--- src/rtl/vga_pattern_gen_if.sv ---
// vga_pattern_gen_if: raster-position inputs and pixel/frame-status outputs of the pattern source.
`default_nettype none

interface vga_pattern_gen_if #(
  parameter int FCNT_W = 16
);
  logic [9:0]        h_addr;
  logic [9:0]        v_addr;
  logic              valid;
  logic              vsync;
  logic [2:0]        mode_req;
  logic [23:0]       data;
  logic [2:0]        mode;
  logic              frame_tick;
  logic [FCNT_W-1:0] frame_cnt;

  // Raster side: supplies pixel coordinates and collects colour.
  modport master (
    output h_addr, v_addr, valid, vsync, mode_req,
    input  data, mode, frame_tick, frame_cnt
  );

  // Pattern generator side.
  modport slave (
    input  h_addr, v_addr, valid, vsync, mode_req,
    output data, mode, frame_tick, frame_cnt
  );
endinterface

`default_nettype wire

--- src/rtl/vga_pattern_gen.sv ---
// vga_pattern_gen: multi-mode VGA test-pattern source with frame-synchronous mode switching.
// Optional per-frame scroll of mode 4 enabled by macro VGA_PATTERN_SCROLL_EN.
`default_nettype none

module vga_pattern_gen #(
  parameter int BAR_LOG2    = 6,
  parameter int CELL_LOG2   = 5,
  parameter int SCROLL_STEP = 4,
  parameter int FCNT_W      = 16
) (
  input  wire logic         clk,
  input  wire logic         reset,
  vga_pattern_gen_if.slave  bus
);

  logic              vsync_dly_q;
  logic [2:0]        mode_q;
  logic [23:0]       data_q,  data_d;
  logic              tick_q;
  logic [FCNT_W-1:0] fcnt_q;
  logic [9:0]        off_w;
  logic              boundary_w;

  assign boundary_w = vsync_dly_q & ~bus.vsync;

  function automatic logic [23:0] pal(input logic [2:0] idx);
    case (idx)
      3'd0:    return 24'hff0000;
      3'd1:    return 24'h00ff00;
      3'd2:    return 24'h0000ff;
      3'd3:    return 24'hffff00;
      3'd4:    return 24'hff00ff;
      3'd5:    return 24'h00ffff;
      3'd6:    return 24'hffffff;
      default: return 24'h000000;
    endcase
  endfunction

`ifdef VGA_PATTERN_SCROLL_EN
  logic [9:0] off_q, off_d;

  // Consecutive mode-4 frames advance the scroll; entering mode 4 restarts it.
  always_comb begin
    off_d = off_q;
    if (boundary_w && bus.mode_req == 3'd4) begin
      off_d = (mode_q == 3'd4) ? off_q + 10'(SCROLL_STEP) : 10'd0;
    end
  end

  always_ff @(posedge clk or negedge reset) begin
    if (!reset) off_q <= 10'd0;
    else        off_q <= off_d;
  end

  assign off_w = off_q;
`else
  assign off_w = 10'd0;
`endif

  always_comb begin
    logic [9:0] sx;
    sx     = bus.h_addr + off_w;
    data_d = 24'h000000;
    if (bus.valid) begin
      case (mode_q)
        3'd0: data_d = pal(3'((bus.h_addr >> BAR_LOG2) & 10'd7));
        3'd1: data_d = pal(3'((bus.v_addr >> BAR_LOG2) & 10'd7));
        3'd2: data_d = (1'(((bus.h_addr ^ bus.v_addr) >> CELL_LOG2) & 10'd1))
                       ? 24'h000000 : 24'hffffff;
        3'd3: data_d = {bus.h_addr[9:2], bus.v_addr[8:1],
                        bus.h_addr[9:2] ^ bus.v_addr[8:1]};
        3'd4: data_d = pal(3'((sx >> BAR_LOG2) & 10'd7));
        default: data_d = 24'h808080;
      endcase
    end
  end

  always_ff @(posedge clk or negedge reset) begin
    if (!reset) begin
      vsync_dly_q <= 1'b1;
      mode_q      <= 3'd0;
      data_q      <= 24'h000000;
      tick_q      <= 1'b0;
      fcnt_q      <= '0;
    end else begin
      vsync_dly_q <= bus.vsync;
      data_q      <= data_d;
      tick_q      <= boundary_w;
      if (boundary_w) begin
        mode_q <= bus.mode_req;
        fcnt_q <= fcnt_q + 1'b1;
      end
    end
  end

  assign bus.data       = data_q;
  assign bus.mode       = mode_q;
  assign bus.frame_tick = tick_q;
  assign bus.frame_cnt  = fcnt_q;

endmodule

`default_nettype wire

--- src/flat_wrapper.sv ---
// flat-port wrapper written by rule: the top's interface ports become plain ports
module vga_pattern_gen_flat 
#(
  parameter int BAR_LOG2    = 6,
  parameter int CELL_LOG2   = 5,
  parameter int SCROLL_STEP = 4,
  parameter int FCNT_W      = 16
)
  (clk, reset, bus_h_addr, bus_v_addr, bus_valid, bus_vsync, bus_mode_req, bus_data, bus_mode, bus_frame_tick, bus_frame_cnt);
  vga_pattern_gen_if #(.FCNT_W(FCNT_W)) bus_i ();
  input  wire logic clk;
  input  wire logic reset;
  input wire logic [$bits(bus_i.h_addr)-1:0] bus_h_addr;
  input wire logic [$bits(bus_i.v_addr)-1:0] bus_v_addr;
  input wire logic [$bits(bus_i.valid)-1:0] bus_valid;
  input wire logic [$bits(bus_i.vsync)-1:0] bus_vsync;
  input wire logic [$bits(bus_i.mode_req)-1:0] bus_mode_req;
  output wire logic [$bits(bus_i.data)-1:0] bus_data;
  output wire logic [$bits(bus_i.mode)-1:0] bus_mode;
  output wire logic [$bits(bus_i.frame_tick)-1:0] bus_frame_tick;
  output wire logic [$bits(bus_i.frame_cnt)-1:0] bus_frame_cnt;
  assign bus_i.h_addr = bus_h_addr;
  assign bus_i.v_addr = bus_v_addr;
  assign bus_i.valid = bus_valid;
  assign bus_i.vsync = bus_vsync;
  assign bus_i.mode_req = bus_mode_req;
  assign bus_data = bus_i.data;
  assign bus_mode = bus_i.mode;
  assign bus_frame_tick = bus_i.frame_tick;
  assign bus_frame_cnt = bus_i.frame_cnt;
  vga_pattern_gen #(.BAR_LOG2(BAR_LOG2), .CELL_LOG2(CELL_LOG2), .SCROLL_STEP(SCROLL_STEP), .FCNT_W(FCNT_W)) u_core (.clk(clk), .reset(reset), .bus(bus_i));
endmodule
--- config.mk ---
export PLATFORM = sky130hd
export DESIGN_NAME = vga_pattern_gen_flat
export DESIGN_NICKNAME = d
export VERILOG_FILES = /design/src/rtl/vga_pattern_gen_if.sv /design/src/rtl/vga_pattern_gen.sv /design/src/flat_wrapper.sv
export SDC_FILE = /design/constraint.sdc
export NUM_CORES = 1
export LEC_CHECK = 0
export CAP_MARGIN = 20
export CORE_MARGIN = 4
export CORE_UTILIZATION = 25
export CTS_CLUSTER_DIAMETER = 80
export DETAILED_ROUTE_END_ITERATION = 8
export GPL_TIMING_DRIVEN = 0
export MAX_ROUTING_LAYER = met4
export SLEW_MARGIN = 30
export SYNTH_ARGS = -nofsm -noshare
export SYNTH_HDL_FRONTEND = slang
export SYNTH_SLANG_ARGS = --single-unit
--- constraint.sdc ---
create_clock -name clk -period 1.8 [get_ports clk]
set_clock_uncertainty 0.2 [all_clocks]
set_input_delay 0.27 -clock clk [delete_from_list [all_inputs] [get_ports clk]]
set_output_delay 0.27 -clock clk [all_outputs]
set_load 0.01 [all_outputs]
### After elaboration in Yosys (flattened, before gate mapping)

Index checks and enable logic that the tools add are counted.

| word-level totals | value |
|---|---|
| input port bits | 27 |
| flip-flop bits (word level) | 45 |

| cells by class | value |
|---|---|
| eq/ne operators | 16 |
| add/subtract/negate cells | 1 |
| mux-type cells | 5 |
| bitwise gates (word level) | 4 |
| reductions and logical operators | 4 |

Operators by type and width:

| cell | count |
|---|---|
| $pmux W24 S7 | 2 |
| $pmux W24 S4 | 1 |
| $mux W24 | 2 |
| $eq A3 B3 Y1 const B | 7 |
| $eq A3 B2 Y1 const B | 6 |
| $add A16 B1 Y16 const B | 1 |
| $eq A3 B1 Y1 const B | 3 |
| $logic_not A3 Y1 | 3 |
| $xor A8 B8 Y8 | 1 |
| $xor A6 B6 Y6 | 1 |
| $reduce_or A2 Y1 | 1 |
| $and A1 B1 Y1 | 1 |
| $not A1 Y1 | 1 |

### Depth between registers and ports, before layout

Gate-level depths: netlist (run 1).

| depth | value |
|---|---|
| word-level depth | 4 |
| depth in mapped cells | 5 |
| gate-level depth less buffers | 5 |

### Worst setup path before layout (run 1)

No wires, ideal clock.

| path | value |
|---|---|
| path kind | register -> register |
| from | register u_core.fcnt_q[0] (netlist: u_core.bus.frame_cnt[0]) |
| to | register u_core.fcnt_q[10] (netlist: u_core.bus.frame_cnt[10]) |
| arrival time | 1.345 ns |
| cell stages (with the launch flop) | 6 |
| path slack | 0.176 ns |
| path buffers | 0 |
| required time | 1.521 ns |
| clock period less this slack | 1.624 ns |
| path through | dfrtp_1 -> ha_1 -> nand3b_1 -> nor3_2 -> and4_1 -> xor2_1 |

| on the way | value |
|---|---|
| longest elaborated chain between the ends | 1 |

Ends and longest elaborated chain:

| item | line | text |
|---|---|---|
| start, declared | vga_pattern_gen.sv:20 | `logic [FCNT_W-1:0] fcnt_q;` |
| start signal, assigned | vga_pattern_gen.sv:91 | `fcnt_q <= fcnt_q + 1'b1;` |
| $add A16 B1 Y16 | vga_pattern_gen.sv:91 |  |

No other way between the ends.
A chain may end at the register's enable or synchronous reset.

### Worst setup path after layout (run 1)

| path | value |
|---|---|
| from | register u_core.fcnt_q[8] (netlist: u_core.bus.frame_cnt[8]) |
| to | output bus_frame_cnt[8] |

RTL lines:

| item | line | text |
|---|---|---|
| end, declared | flat_wrapper.sv:21 | `output wire logic [$bits(bus_i.frame_cnt)-1:0] bus_frame_cnt;` |

No word-level cell between the ends.

==> results, run 1 <==
- The run finished with clean final reports.
- The die covers 0.009389 sq mm.
- The initial cell density of the core is 0.2570.
- The number of nets produced by synthesis is around 210.
- The synthesized design contains 0 enable-type register cells.
- The final layout net count is between 200 and 300.
- The total met3 wirelength after detailed routing is around 120 microns.
- In this run, the number of DRC markers left after iteration 0 of detailed routing was 56.
- Counting the fill cells in the layout gives roughly 810.
- In this run the worst path has a maximum fanout of 5.
- The reg-to-reg startpoint is u_core.vsync_dly_q.
- Of the post-synthesis cell area, the dominant cell type holds 0.5573.
- The count of standard-cell rows is 32.
- The met2 wirelength from detailed routing is 2285 microns.
- In this run the worst setup path begins at u_core.bus.frame_cnt[8].
- For this run, the leading register cell type out of synthesis is sky130_fd_sc_hd__dfrtp_1.
- The first-pass GRT wire length is between 7000 and 8000 microns.
- The library cell contributing the largest single delay on the critical path is sky130_fd_sc_hd__clkdlybuf4s50_1.
- The sequential cells in the finished layout cover a total of around 0.0011 sq mm.
- The clock latency reported for the late side of the worst-skew pair is around 0.3 ns.
- The H-tree was split into 2 levels.
- The endpoint class of the critical path is an output pin.
- The post-synthesis instance area is roughly 0.002 sq mm.
- After detailed routing, the number of vias per cell comes to approximately 4.3.
- In the layout the commonest cells are sky130_fd_sc_hd__clkdlybuf4s50_1 (60), sky130_fd_sc_hd__dfrtp_1 (39), sky130_fd_sc_hd__nand2_1 (29).
- On the worst path, the slowest cell contributes a delay of approximately 0.56 ns.
- After clock tree synthesis, the clock-pin slew on the worst setup and hold paths is 0.08 ns.
- The cell count after placement is 345.
- The largest net degree at the start of global routing is 46.
- At the worst endpoint, the required time is 1.33 ns.
- In this run the tool buffered the top-level ports with 65 buffer cells.
- The top-level port count is 71.
- CTS saw 45 sinks.
- The worst path buffer plus inverter count is 1.
- The worst setup path category is register to output pin.
- The destination of the worst register-to-register timing path is u_core.bus.mode[1].
- Excluding fillers, the count of instances in the completed layout stands at approximately 360.
- In the finished design, the share of the clock period the worst path needs comes to 0.9695.
- The critical path data arrival time is around 1.3 ns.
- The die is 96.90 microns wide.
- Of the synthesized area, sequential elements account for 0.5706.
- Ranked by total cell area, the synthesized netlist is headed by sky130_fd_sc_hd__dfrtp_1 (56%), sky130_fd_sc_hd__xor2_1 (6.6%), sky130_fd_sc_hd__a31oi_1 (6.0%).
- The detailed-route wire length per cell is 13.38 microns.
- The share of layout cells above drive strength 1 is 0.1479.
- In the global route stage, overall resource usage came out at 0.1070.
- The pre-CTS worst setup slack is -0.4293 ns.
- After detailed routing, the number of remaining DRC violations is 0.
- For the worst flop-to-flop path, the logic depth is 3.
- The number of buffers between clock root and the deepest sink is 2.
- The Yosys step of the flow raised 0 warnings.
- In this run, CTS created clock tree buffers numbering 5.
- The total overflow left after global routing is 0.
- The power density over the cells is about 900 mW/mm^2.
- Detailed placement ended at an HPWL of roughly 3700 microns.
- The number of max-capacitance violations reported is 0.
- The min-delay analysis places its worst path in the category input pin to register.
- The CTS root buffer is sky130_fd_sc_hd__clkbuf_8.
- The final critical path time including I/O delays and setup is about 1.7 ns.
- The highest layer used for signal routing is met4.
- The async set-or-reset flop fraction in the synthesized netlist is 1.000.
- The area growth from synthesis to final layout is 49.34%.
- Summing all multi-input logic gate instances after layout gives approximately 840 sq um.
- TritonCTS built the clock tree.
- The detailed router put a total of 2304 microns of wire on met1.
- The type of origin of the critical path is a register.
- The relative slew slack is 0.6331.
- The fmax is around 570 MHz.
- For the pin with the worst max-slew slack, the measured transition is between 0.5 and 0.6 ns.
- The setup slack on the worst flop-to-flop path is about 0.13 ns.
- Setup repair after global routing left no endpoint under its margin.
- Grouping stages by cell kind, the critical path spends the most delay in buffers and inverters.
- The number of optimization iterations in the first detailed-route pass is 5.
- The count of different cell masters after synthesis is 33.
- The repair_antennas step left the layout with diodes totalling 0.
- The synthesized area divided by synthesized cell count is 11.10 sq um.
- In this run the number of cells on the critical path is 1.
- Summed over all layers, the routed wires come to roughly 4800 microns.
- Setup violations remaining at the end of the flow were counted as 0.
- The region available for standard cell placement spans just under 0.008 sq mm.
- The capturing element of the worst setup path is bus_frame_cnt[8].
- For this block, the via count after detailed routing is between 1500 and 2000.
- The static leakage is around 1.3 nW.
- The number of slew-limit violations in the final report is 0.
- The number of global-route vias before repair is approximately 1500.
- The routability congestion estimate is between 0.7 and 0.8.
- Synthesis produced a netlist whose cell count is roughly 180.
- The final hold violation count is 0.
- The commonest non-fill, non-tap cell in the layout is sky130_fd_sc_hd__clkdlybuf4s50_1.
- The number of antenna-violating nets in the routed design is 0.
- IR analysis of the VDD net gives a maximum drop of approximately 360 uV.
- The signal on the critical path passes through clkdlybuf4s50_1.
- The least setup slack across all paths after layout is ~0.055 ns.
- The die is about 97 microns tall.
- The largest total area in the synthesized netlist belongs to sky130_fd_sc_hd__dfrtp_1.
- Synthesis inferred 45 register bits.
- The number of antenna violations at the first check in global routing is 0.
## power by group
| group | internal [mW] | switching [mW] | total (mW) |
|---|---|---|---|
| clock | 0.269 | 0.319 | 0.588 |
| sequential | 1.15 | 0.114 | 1.26 |
| combinational | 0.440 | 0.360 | 0.800 |
## metrics by stage
stage	area, sq um	TNS (ns)	total power, mW	hold WS (ns)	util
CTS	2872	0	2.645	0.08563	0.3735
global placement	2754	-50.78	2.016	0.2804	0.3582
detailed placement	2751	-7.517	2.028	0.1048	0.3579
global route	2950	0	2.818	0.09065	0.3838
floorplan	1976	0	1.592	-0.2256	-
finish	2950	0	2.651	0.09334	0.3838
## how the worst min path moves through the flow
stage,startpoint,to,slack [ns],cells after the start
after floorplan,reset,u_core.bus.data[0],-0.23,0
after global placement,u_core.bus.frame_cnt[15],u_core.bus.frame_cnt[15],0.28,1
after detailed placement,reset,u_core.bus.frame_cnt[3],0.10,1
after CTS,bus_v_addr[6],u_core.bus.data[13],0.09,3
after global routing,bus_v_addr[6],u_core.bus.data[13],0.09,3
final,bus_v_addr[6],u_core.bus.data[13],0.09,3
## synthesized netlist by cell type (2+ instances only)
cell,instances
sky130_fd_sc_hd__nand3_1,4
sky130_fd_sc_hd__xnor2_1,12
sky130_fd_sc_hd__and3_1,2
sky130_fd_sc_hd__nor2b_1,3
sky130_fd_sc_hd__nand2b_1,2
sky130_fd_sc_hd__dfrtp_1,44
sky130_fd_sc_hd__nor3_2,3
sky130_fd_sc_hd__a31oi_1,19
sky130_fd_sc_hd__buf_2,5
sky130_fd_sc_hd__nor2_1,3
sky130_fd_sc_hd__mux2_2,3
sky130_fd_sc_hd__and4_1,3
sky130_fd_sc_hd__inv_1,3
sky130_fd_sc_hd__nand2_1,29
sky130_fd_sc_hd__a21oi_1,9
sky130_fd_sc_hd__xor2_1,15
sky130_fd_sc_hd__nand4_1,2
sky130_fd_sc_hd__mux2i_1,2
## state kept, by name, indices dropped and copies added, names as in the netlist
signal / flops
u_core.vsync_dly_q: 1
u_core.bus.frame_tick: 1
u_core.bus.data: 24
u_core.bus.mode: 3
u_core.bus.frame_cnt: 16
## layout make-up
type / instances / share of cell area
clock inverters: 2 / 0.003393
plain buffers: 7 / 0.01145
clock buffers: 6 / 0.02460
multi-input cells: 122 / 0.2858
well taps: 102 / 0.04326
inverters: 4 / 0.005089
repair buffers: 71 / 0.2422
flip-flops and latches: 45 / 0.3842
## metal layers
| layer | GRT usage | vias up |
|---|---|---|
| li1 | - | 774 |
| met1 | 0.1353 | 741 |
| met2 | 0.1656 | 33 |
| met3 | 0.02307 | 7 |
| met4 | 0.04536 | 0 |
| met5 | - | - |
## cell families (layout without fill, tap and decap cells)
group	after synthesis	count (layout)	synth area share
simple gates	56	56	0.1450
xor+xnor	27	27	0.1197
buf+inv	11	90	0.02469
compound gates	33	33	0.1064
mux	5	5	0.02723
fa+ha+maj	1	1	0.006332
flops	45	45	0.5706
## repair_timing
item	CTS	global route
endpoints found under the setup margin	10	28
endpoints found under the hold margin	44	0
hold buffers	1	0
buffers inserted	2	3
gates resized for setup	4	12
pin swaps	0	1
No activity file was read; power rests on OpenSTA's default activity.
==> inputs of run 2 (changes only) <==
--- a/config.mk
+++ b/config.mk
@@ -8,7 +8,7 @@
 export CAP_MARGIN = 20
 export CORE_MARGIN = 4
 export CORE_UTILIZATION = 25
-export CTS_CLUSTER_DIAMETER = 80
+export CTS_CLUSTER_DIAMETER = 120
 export DETAILED_ROUTE_END_ITERATION = 8
 export GPL_TIMING_DRIVEN = 0
 export MAX_ROUTING_LAYER = met4
==> results of run 2 <==
Final layout, timing and power as in run 1 (identical DEF).
==> inputs of run 3 (changes only) <==
--- a/config.mk
+++ b/config.mk
@@ -7,11 +7,12 @@
 export LEC_CHECK = 0
 export CAP_MARGIN = 20
 export CORE_MARGIN = 4
-export CORE_UTILIZATION = 25
+export CORE_UTILIZATION = 44
 export CTS_CLUSTER_DIAMETER = 120
 export DETAILED_ROUTE_END_ITERATION = 8
 export GPL_TIMING_DRIVEN = 0
 export MAX_ROUTING_LAYER = met4
+export PLACE_DENSITY = 0.79
 export SLEW_MARGIN = 30
 export SYNTH_ARGS = -nofsm -noshare
 export SYNTH_HDL_FRONTEND = slang
==> results, run 3 (synthesized netlist as in run 1, its figures left out) <==
- In this run the critical register-to-register path is captured at u_core.bus.data[4].
- The detailed-route wire length per cell is 15.25 microns (+14%).
- The final layout net count is 282 (-0.70%).
- The final number of setup-violating endpoints is 0 (unchanged).
- The CTS sink count is 45 (unchanged).
- The number of DRC markers in iteration 0 is 125 (+120%).
- The aggregate routed wire length came to 4683 microns (-2.5%).
- The number of max-capacitance violations reported is 0 (unchanged).
- The data required time at the worst endpoint came to 1.33 ns (about the same).
- The most critical setup path has its startpoint at u_core.bus.frame_cnt[2].
- The flip-flop count of the largest register, all copies and words added is 24 (unchanged).
- The initial cell density of the core is 0.4537 (+0.1967).
- The CTS root buffer is sky130_fd_sc_hd__clkbuf_8.
- The clock transition at the register clock pins on the worst setup and hold paths after CTS is 0.08 ns (about the same).
- The worst path buffer plus inverter count is 1 (unchanged).
- The worst setup path is captured at an output pin.
- The count of unresolved DRC violations after routing was 0 (unchanged).
- The die boundary height is 75.01 microns (-23%).
- The pin slew with the least headroom to its limit came to 0.5979 ns (+0.04761 ns).
- The biggest cell delay along the critical path is 0.57 ns (about the same).
- The routability congestion estimate is 0.8229 (+3.4%).
- The number of global-route vias before repair is 1531 (-0.46%).
- The critical path data arrival time is 1.30 ns (+0.02 ns).
- The count of standard-cell rows was 24 (-25%).
- The static leakage was 1.265 nW (-1.3%).
- The power density over the cells came to 966.5 mW/mm^2 (+7.6%).
- The first-pass GRT wire length was 7452 microns (-5.7%).
- The TritonCTS clock tree is yes.
- The total routing usage reported by global routing was 0.1815 (+0.07455).
- The total power of the final layout is 2.806 mW (+5.8%).
- The setup path with the least slack is of type register to output pin.
- The area inside the core boundary is 0.004354 sq mm (-43%).
- The number of antenna violations at the first check in global routing was 0 (unchanged).
- The placed wire-length estimate after detailed placement came to 3461 microns (-5.3%).
- The total die area came to 0.005627 sq mm (-40%).
- The top-level port count is 71 (unchanged).
- The share of layout cells above drive strength 1 is 0.1412 (-0.006683).
- The number of slew-limit violations in the final report is 0 (unchanged).
- The H-tree depth is 2 (unchanged).
- The top fanout value on the critical path is 5 (unchanged).
- The die width is 75.01 microns (-23%).
- The number of optimization iterations in the first detailed-route pass is 4 (-1).
- The number of antenna-violating nets in the routed design is 0 (unchanged).
- The total inserted antenna cells is 0 (unchanged).
- The capturing element of the worst setup path is bus_frame_cnt[2].
- The final hold violation count is 0 (unchanged).
- The final design area excluding fillers came to 0.002903 sq mm (-1.6%).
- The area after detailed placement is 0.002714 sq mm (-1.4%).
- The detailed-route vias per instance is 5.189 (+20%).
- The reg-to-reg startpoint is u_core.bus.mode[1].
- The relative slew slack came to 0.6014 (-0.03174).
- The setup TNS is 0 ns (unchanged).
- The worst hold path class is input pin to register.
- Setup repair after global routing could not meet its margin everywhere.
- The largest net degree at the start of global routing is 26 (-43%).
- The detailed-route via count is 1593 (+2.4%).
- The part of the cycle the worst path needs is 0.9828 (+0.01326).
- The setup slack on the worst flop-to-flop path is 0.10 ns (-0.03 ns).
- The largest individual stage delay along the critical path comes from the cell sky130_fd_sc_hd__clkdlybuf4s50_1.
- The number of port buffers is 65 (unchanged).
- From synthesis to final layout, the design area changed by 46.93%.
- The worst setup path is launched from a register.
- The library cells used most frequently in the layout, excluding fill and tap cells, are sky130_fd_sc_hd__clkdlybuf4s50_1 (62), sky130_fd_sc_hd__dfrtp_1 (39), sky130_fd_sc_hd__nand2_1 (29).
- The clock latency reported for the late side of the worst-skew pair is 0.29 ns (about the same).
- The total clock buffers created by CTS is 5 (unchanged).
- The signal on the critical path passes through clkdlybuf4s50_1.
- The number of cells traversed by the worst register-to-register path is 3 (unchanged).
- The run finished with clean final reports.
- The library cell used most frequently in the layout, excluding fill and tap cells, is sky130_fd_sc_hd__clkdlybuf4s50_1.
- The kind of cell adding the most delay to the critical path is buffers and inverters.
- The final cell utilization of the core came to 0.6667 (+0.2829).
- The number of buffers between clock root and the deepest sink is 2 (unchanged).
- The total overflow reported by the global router is 0 (unchanged).
- The fmax is 565.3 MHz (-1.3%).
- The final critical path time including I/O delays and setup is 1.769 ns (+0.02388 ns).
- The peak supply drop was 641.7 uV (+76%).
- The depth of the critical timing path with buffers and inverters included is 1 (unchanged).
-- run 3: cell count changes in the layout (fill, tap and decap cells not counted), moves of 2 or more --
cell | before | now
sky130_fd_sc_hd__buf_4 | 5 | 2
sky130_fd_sc_hd__clkdlybuf4s50_1 | 60 | 62
sky130_fd_sc_hd__clkinv_2 | 2 | 0
sky130_fd_sc_hd__dlymetal6s2s_1 | 3 | 1
-- run 3: worst reg2reg max path, cell delays in order (launching register included) --
cell and delay, ns:
sky130_fd_sc_hd__dfrtp_2 0.48, sky130_fd_sc_hd__nor3_2 0.40, sky130_fd_sc_hd__a22oi_2 0.26, sky130_fd_sc_hd__a31oi_1 0.27
-- run 3: worst min path at each step --
| stage | startpoint | to | slack [ns] | depth (start not counted) |
|---|---|---|---|---|
| after CTS | bus_v_addr[6] | u_core.bus.data[13] | 0.08 | 3 |
| after detailed placement | reset | u_core.bus.frame_cnt[4] | 0.11 | 1 |
| after global placement | u_core.bus.frame_cnt[15] | u_core.bus.frame_cnt[15] | 0.26 | 1 |
| after floorplan | reset | u_core.bus.data[0] | -0.23 | 0 |
| after global routing | bus_v_addr[6] | u_core.bus.data[13] | 0.12 | 3 |
| final | bus_v_addr[6] | u_core.bus.data[13] | 0.08 | 3 |
-- run 3: power breakdown --
| group | switching (mW) | leakage, nW | internal, mW |
|---|---|---|---|
| Sequential | 0.122 | 0.589 | 1.15 |
| Clock | 0.309 | 0.0585 | 0.452 |
| Combinational | 0.351 | 0.617 | 0.420 |
| Total | 0.783 | 1.26 | 2.02 |
-- run 3: per-stage QoR --
stage	cells	hold slack, ns	setup WS (ns)
after floorplan	178	-0.2256	0.1760
after global placement	295	0.2600	-0.9042
after detailed placement	296	0.1091	-0.3911
after CTS	305	0.08427	0.01133
after global routing	307	0.1171	-0.01037
final	307	0.08302	0.03097
-- run 3: routing by layer --
layer	global-route usage	wire [microns]
met1	0.2513	2077
met2	0.2631	2305
met3	0.02804	177
met4	0.08300	123
met5	-	0
-- run 3: cell type report --
| cell class | instances | area [sq um] |
|---|---|---|
| sequential | 45 | 1134 |
| timing repair buffer | 69 | 699.4 |
| buffer | 7 | 36.28 |
| clock inverter | 1 | 30.03 |
| inverter | 4 | 15.01 |
| clock buffer | 7 | 86.33 |
| tap | 52 | 65.06 |
| fill | 334 | 1451 |
| multi-input combinational | 122 | 837.1 |
-- run 3: what timing repair did --
item,in CTS,in global routing
setup endpoints to repair,10,25
buffers inserted,0,2
pin swaps,0,2
gates resized for setup,4,10
hold buffers,1,0
endpoints found under the hold margin,23,0
cloned,0,0
